===== src/rtl/arb_defs.sv =====
// Shared arbiter definitions: FSM encodings, default hold limit and a
// rotating round-robin pick helper reused by the arbiter family.
package arb_defs;

  localparam logic ST_IDLE  = 1'b0;
  localparam logic ST_GRANT = 1'b1;

  localparam int ARB_MAX_HOLD_DEFAULT = 8;

  typedef struct packed {
    logic       found;
    logic [1:0] idx;
  } rr_pick_t;

  // Rotate the request vector so the pointer lands on bit 0, take the
  // lowest set bit, then rotate the answer back by adding the pointer.
  function automatic rr_pick_t rr_pick(input logic [3:0] req, input logic [1:0] ptr);
    logic [7:0] dbl;
    logic [3:0] rot;
    logic [1:0] ofs;
    rr_pick_t   res;
    dbl = {req, req};
    rot = dbl[ptr +: 4];
    if (rot[0])      ofs = 2'd0;
    else if (rot[1]) ofs = 2'd1;
    else if (rot[2]) ofs = 2'd2;
    else             ofs = 2'd3;
    res.found = |rot;
    res.idx   = ptr + ofs;
    return res;
  endfunction

endpackage


===== src/rtl/Mux2to4.sv =====
// 2-to-4 one-hot decoder shared across the arbiter family.
module Mux2to4 (
  input  logic [1:0] sel,
  output logic [3:0] y
);

  always_comb begin
    y      = '0;
    y[sel] = 1'b1;
  end

endmodule


===== src/rtl/rr_arbiter4.sv =====
// Four-way round-robin arbiter with a two-state FSM, one idle cycle between
// owners and forced release of a contended owner after MAX_HOLD cycles.
module rr_arbiter4
  import arb_defs::*;
#(
  parameter int MAX_HOLD = ARB_MAX_HOLD_DEFAULT
) (
  input  logic       Clk,
  input  logic       Rst,
  input  logic [3:0] Req,
  output logic [3:0] Gnt,
  output logic [1:0] GntId,
  output logic       GntValid,
  output logic       Preempt
);

  localparam logic [7:0] HOLD_LAST = 8'(MAX_HOLD - 1);

  logic       state_q,   state_d;
  logic [1:0] ptr_q,     ptr_d;
  logic [1:0] gnt_id_q,  gnt_id_d;
  logic [7:0] cnt_q,     cnt_d;
  logic       preempt_q, preempt_d;

  logic [3:0] owner_oh;
  logic [3:0] others;
  rr_pick_t   pick;

  Mux2to4 u_dec (
    .sel (gnt_id_q),
    .y   (owner_oh)
  );

  assign others = Req & ~owner_oh;
  assign pick   = rr_pick(Req, ptr_q);

  // NOTE: every variable gets a default before any branch so no path leaves
  // it unassigned; otherwise synthesis infers a latch.
  always_comb begin
    state_d   = state_q;
    ptr_d     = ptr_q;
    gnt_id_d  = gnt_id_q;
    cnt_d     = cnt_q;
    preempt_d = 1'b0;

    if (state_q == ST_IDLE) begin
      if (pick.found) begin
        state_d  = ST_GRANT;
        gnt_id_d = pick.idx;
        ptr_d    = pick.idx + 2'd1;
        cnt_d    = '0;
      end
    end else begin
      // Owner release wins over expiry, so Preempt only fires while held.
      if (!Req[gnt_id_q]) begin
        state_d = ST_IDLE;
      end else if (cnt_q == HOLD_LAST) begin
        if (|others) begin
          state_d   = ST_IDLE;
          preempt_d = 1'b1;
        end
      end else begin
        cnt_d = cnt_q + 8'd1;
      end
    end
  end

  // NOTE: sequential state uses non-blocking assignments so all flops sample
  // their inputs from before the edge, independent of statement order.
  always_ff @(posedge Clk or posedge Rst) begin
    if (Rst) begin
      state_q   <= ST_IDLE;
      ptr_q     <= '0;
      gnt_id_q  <= '0;
      cnt_q     <= '0;
      preempt_q <= 1'b0;
    end else begin
      state_q   <= state_d;
      ptr_q     <= ptr_d;
      gnt_id_q  <= gnt_id_d;
      cnt_q     <= cnt_d;
      preempt_q <= preempt_d;
    end
  end

  assign GntValid = (state_q == ST_GRANT);
  assign GntId    = gnt_id_q;
  assign Gnt      = owner_oh & {4{GntValid}};
  assign Preempt  = preempt_q;

endmodule


===== config.mk =====
export PLATFORM = sky130hd
export DESIGN_NAME = rr_arbiter4
export DESIGN_NICKNAME = d
export VERILOG_FILES = /design/src/rtl/arb_defs.sv /design/src/rtl/Mux2to4.sv /design/src/rtl/rr_arbiter4.sv
export SDC_FILE = /design/constraint.sdc
export NUM_CORES = 1
export LEC_CHECK = 0
export ABC_CLOCK_PERIOD_IN_PS = 2400
export BUFFER_PORTS_ARGS = -buffer_cell sky130_fd_sc_hd__buf_4
export CORE_MARGIN = 10
export CORE_UTILIZATION = 30
export CTS_CLUSTER_DIAMETER = 40
export DETAILED_ROUTE_END_ITERATION = 8
export HOLD_SLACK_MARGIN = 0.12
export REMOVE_ABC_BUFFERS = 1
export SLEW_MARGIN = 10
export SYNTH_ARGS = -nofsm -noshare
export SYNTH_HDL_FRONTEND = slang
export SYNTH_HIERARCHICAL = 1
export SYNTH_SLANG_ARGS = --single-unit

===== constraint.sdc =====
create_clock -name Clk -period 2.4 [get_ports Clk]
set_input_delay 0.12 -clock Clk [delete_from_list [all_inputs] [get_ports Clk]]
set_output_delay 0.12 -clock Clk [all_outputs]
set_load 0.05 [all_outputs]

; After elaboration in Yosys (flattened, before gate mapping)
; Index checks and enable logic that the tools add are counted.
[totals]
reg_bits = 14
inputBits = 6
out_inout_bits = 8
elab_cells = 44
[op_classes]
add_sub_neg = 3
order_cmp = 2
eq_ne = 3
shift = 1
mux = 20
n_bitwise = 4
reduce_logical = 6
[ops]
columns = operator, n
row1 = 2-to-1 mux 8 bit, 4
row2 = 2-to-1 mux 1 bit, 12
row3 = "adder 8 x 1 -> 8 bit, second input constant", 1
row4 = AND 4 bit, 2
row5 = "== test 8 x 3 -> 1 bit, second input constant", 1
row6 = OR reduction 4 bit, 2
row7 = variable part select 8 x 3 -> 4 bit, 1
row8 = 2-to-1 mux 2 bit, 2
row9 = NOT 4 bit, 1
row10 = "< comparator 2 x 3 -> 1 bit, second input constant", 1
row11 = AND reduction 3 bit, 1
row12 = "adder 2 x 1 -> 2 bit, second input constant", 1
row13 = adder 2 bit, 1
row14 = binary-select mux 1 bit (select 2 bit), 1
row15 = demux 1 bit (select 2 bit), 1
row16 = "greater-or-equal comparator 2 x 1 -> 1 bit, second input constant", 1
row17 = "inequality test 2 x 1 -> 1 bit, second input constant", 1
row18 = "inequality test 2 bit, second input constant", 1
row19 = AND reduction 2 bit, 1
row20 = nonzero test 2 bit, 1
row21 = logical AND 1 bit, 1
row22 = NOT 1 bit, 1

; Depth between registers and ports, before layout
[depth]
word_depth = 11
ltp_mapped = 9
depth_no_buf = 9

; Hierarchy
; The synthesis kept the hierarchy.
[modules_own_cells]
columns = mod, n_inst, cells_each, area_per_inst_um2, seq_area_each_um2
row1 = rr_arbiter4, 1, 91, 849.6, 350.3
row2 = Mux2to4, 1, 4, 26.3, 0.0

; Least setup slack after synthesis
; No wires, ideal clock.
[synth_path]
path_type = reg-to-reg
from = register gnt_id_q[0] (netlist: GntId[0])
to = register cnt_q[2]
setup_ns = 0.079
arrival_ns = 1.766
required_time_ns = 2.321
path_slack_ns = 0.555
stages_incl_launch_ff = 6
n_path_buf = 0
period_less_slack_ns = 1.845
path_cell_list = dfrtp_1 > mux4_2 > nand2_4 > nor2_1 > nand2_1 > mux2i_1
[synth_between]
elab_chain_len = 4
[synth_rtl]
columns = element, line
row1 = start: declaration, rr_arbiter4.sv:21  ; logic [1:0] gnt_id_q, gnt_id_d;
row2 = start signal: assignment, rr_arbiter4.sv:80  ; gnt_id_q <= gnt_id_d;
row3 = binary-select mux 1 bit (select 2 bit), rr_arbiter4.sv:55  ; if (!Req[gnt_id_q]) begin
row4 = 2-to-1 mux 1 bit (implied by the code), rr_arbiter4.sv:55
row5 = inequality test 2 x 1 -> 1 bit (no line), n/a
row6 = AND reduction 3 bit (no line), n/a
row7 = end signal: assignment, rr_arbiter4.sv:81  ; cnt_q <= cnt_d;
row8 = end: declaration, rr_arbiter4.sv:22  ; logic [7:0] cnt_q, cnt_d;
; No other way between the ends. The select of a mux whose other input is x is not followed.
; A chain may end at the register's enable or synchronous reset.

==> flow_summary_export.csv <==
group,metric,value,unit
global_route,track_usage,0.0736,
placement,placed_cells,137,
logic_synthesis,synth_compound_area_frac,0.163,
critical_path,worst_setup_path_start_kind,"register",
global_route,grt_pass1_vias,710,
critical_path,critPathKind,"register to register",
die,num_io_pins,14,
logic_synthesis,syn_area_per_cell,9.22,sq um
timing,fmaxAchievable,516,MHz
final_layout,antenna_cells,0,
logic_synthesis,synth_cell_types,34,
final_layout,area_delta_synth_final,19.9,%
detailed_routing,drc,0,
detailed_routing,drt-initial-drc-count,49,
timing,relSlewSlack,0.650,
power_and_ir_drop,seqPwrFrac,0.308,
status,status,"complete, no violations",
detailed_routing,num_vias,741,
power_and_ir_drop,total_power,1.31,mW
power_and_ir_drop,ir_drop,0.000874,V
timing,post-route-period-util,0.807,
clocking,numCtsBuffers,3,
clocking,htree_levels,1,
timing,fin_crit,1.94,ns
clocking,insertion_delay,0.28,ns
timing,finalSetupTns,0,ns
final_layout,finalNonFillerCells,142,
detailed_routing,detail_route.vias_per_cell,5.22,
logic_synthesis,synth_ff_type,"dfrtp_1",
timing,post-route-worst-setup-slack,0.464,ns
logic_synthesis,synth-async-reset-ratio,1.00,
timing,grt_setup_unrepaired,"no",
critical_path,worstPathRequired,2.55,ns
clocking,clockBufferDepth,2,
placement,port_buffers,13,
logic_synthesis,synth_area_leaders,"dfrtp_1 40%, nand2_1 6.0%, xnor2_1 5.0%",
power_and_ir_drop,p_leak,0.481,nW
die,die_y,74.0,microns
logic_synthesis,syn_inst,95,
job,max-cap-violations,0,
logic_synthesis,ys_seq_area_frac,0.400,
detailed_routing,antenna_left,0,
die,die_area,5480,sq um
logic_synthesis,synth_area,876,sq um
detailed_routing,met3_wirelength,133,microns
critical_path,path_buf_inv,0,
logic_synthesis,synthAdderAreaFrac,0.0286,
power_and_ir_drop,combPwrFrac,0.561,
placement,hpwl,1.55,mm
final_layout,utilization,0.377,
timing,worstMarginPinSlew,0.519,ns
critical_path,slowest_delay,0.49,ns
global_route,grt_overflow,0,
placement,dpl-instance-area,1000,sq um
detailed_routing,dr_wl_met2,944,microns
critical_path,arrival,2.09,ns
die,rows,19,
power_and_ir_drop,switching_share,0.488,
logic_synthesis,synthMuxAreaShare,0.0614,
detailed_routing,wl_met1,862,microns
clocking,cts_root_buf,"clkbuf_4",
final_layout,fin_area,1050,sq um
die,initial_core_util,0.315,
die,core_area,2780,sq um
detailed_routing,top_layer,"met4",
global_route,grt_pass1_wl,3.26,mm
placement,place_congestion,0.801,
power_and_ir_drop,p_clk_frac,0.131,
power_and_ir_drop,p_int,0.669,mW
timing,clock_skew,0.00654,ns
global_route,grt_max_degree,15,
logic_synthesis,synth_xor_area_frac,0.0600,
critical_path,path_cells,"o311ai_0, o21ai_0, o311ai_0, ha_1, xnor2_1, xnor2_1, o21ai_1",
timing,hold_viol,0,
power_and_ir_drop,p_sw,0.638,mW
die,fp.dieW,74.0,microns
clocking,cts_tree,"built",
global_route,antenna_found_initial,0,
detailed_routing,wl_per_cell,13.8,microns
critical_path,cp_top_family,"compound AO/OA/AOI/OAI gates",
logic_synthesis,ys_seq_elements,14,
logic_synthesis,yosysWarnings,6,
critical_path,path_max_fanout,11,
logic_synthesis,synth_edf_count,0,
detailed_routing,wirelength,1.96,mm
final_layout,drive_gt1_frac,0.225,
final_layout,nNetsFinal,120,
logic_synthesis,synth_common_cells,"14 x dfrtp_1, 14 x nand2_1, 8 x o21ai_0",
detailed_routing,first_pass_iters,4,
timing,drv_slew,0,
timing,finalSetupViolCount,0,
critical_path,critPathCaptureType,"register",
clocking,cts_sinks,14,
logic_synthesis,yosysTopAreaCellShare,0.400,
placement,dp_slack,0.463,ns
timing,whs,0.389,ns
clocking,clkTransAtPathRegs,0.09,ns
logic_synthesis,netlist.top_cell.by_area,"dfrtp_1",
min_path,min_path_type,"primary input to register",
logic_synthesis,synth-simple-area-share,0.256,
logic_synthesis,synth_top_family_by_area,"simple AND/OR/NAND/NOR gates",
critical_path,slowest_stage,"dfrtp_1",
power_and_ir_drop,power_density,1250,nW/um^2
## final timing paths
| check | startpoint | endpoint | slack (ns) | cells past startpoint |
|---|---|---|---|---|
| setup / recovery | ptr_q[0]$_DFFE_PP0P_ | ptr_q[1]$_DFFE_PP0P_ | 0.46 | 7 |
| hold / removal | Req[3] | GntId[1]$_DFFE_PP0P_ | 0.39 | 5 |
| setup reg to reg | ptr_q[0]$_DFFE_PP0P_ | ptr_q[1]$_DFFE_PP0P_ | 0.46 | 7 |
| hold reg to reg | cnt_q[0]$_DFFE_PP0P_ | cnt_q[0]$_DFFE_PP0P_ | 0.54 | 1 |
| max in group asynchronous | Rst | cnt_q[4]$_DFFE_PP0P_ | 1.62 | 3 |
| min in group asynchronous | Rst | cnt_q[2]$_DFFE_PP0P_ | 0.43 | 3 |
## state kept, by name (all words and copies together) (netlist names)
register and flops:
Preempt 1, cnt_q 8, GntId 2, GntValid 1, ptr_q 2
## timing repair
action / in CTS / in global routing
buffers inserted: 0 / 0
hold endpoints to repair: 14 / 0
endpoints found under the setup margin: 0 / 0
hold buffers: 1 / 0
gates resized for setup: 0 / 0
## area by class of cell
cell class	count	area, sq um
well taps	31	38.8
clock buffers	4	36.3
multi-input cells	74	498
inverters	5	18.8
fillers	293	1730
flip-flops and latches	14	350
repair buffers	14	108
## worst reg2reg max path, stage by stage (launching register included)
cell and delay, ns:
dfrtp_1 0.49, o311ai_0 0.33, o21ai_0 0.12, o311ai_0 0.11
ha_1 0.33, xnor2_1 0.22, xnor2_1 0.14, o21ai_1 0.07
## kinds of logic after synthesis
kind of cell / after synthesis
AO/OA/AOI/OAI: 22
XOR/XNOR: 6
adder cells (fa/ha/maj): 2
buffers and inverters: 7
flip-flops: 14
multiplexers: 4
AND/OR/NAND/NOR: 40
## layer usage
metal	vias to the layer above	track usage
met2	16	0.130
met1	350	0.0817
met5	-	0
li1	371	-
met4	0	0.0248
met3	4	0.0226
## power by group through the flow
stage	registers (mW)	logic [mW]	clock network, mW
final	0.402	0.733	0.172
after global routing	0.418	0.806	0.187
after CTS	0.404	0.746	0.175
after detailed placement	0.409	0.741	0
after global placement	0.398	0.725	0
after floorplan	0.469	0.480	0
## cells in the final DEF (no fill, tap or decap), drive strengths merged, types with 2 or more instances in the layout
cell	netlist	routed
inv	5	5
clkbuf	1	4
o311ai	2	2
nor3	3	3
a21oi	2	2
o21ai	9	9
o22ai	2	2
o21a	2	2
nor2	5	5
buf	1	13
xnor2	5	5
mux2i	2	2
and2	5	5
nand3	6	6
dfrtp	14	14
nand2	15	15
ha	2	2
and2b	2	2
(Power assumes the default switching activity.)
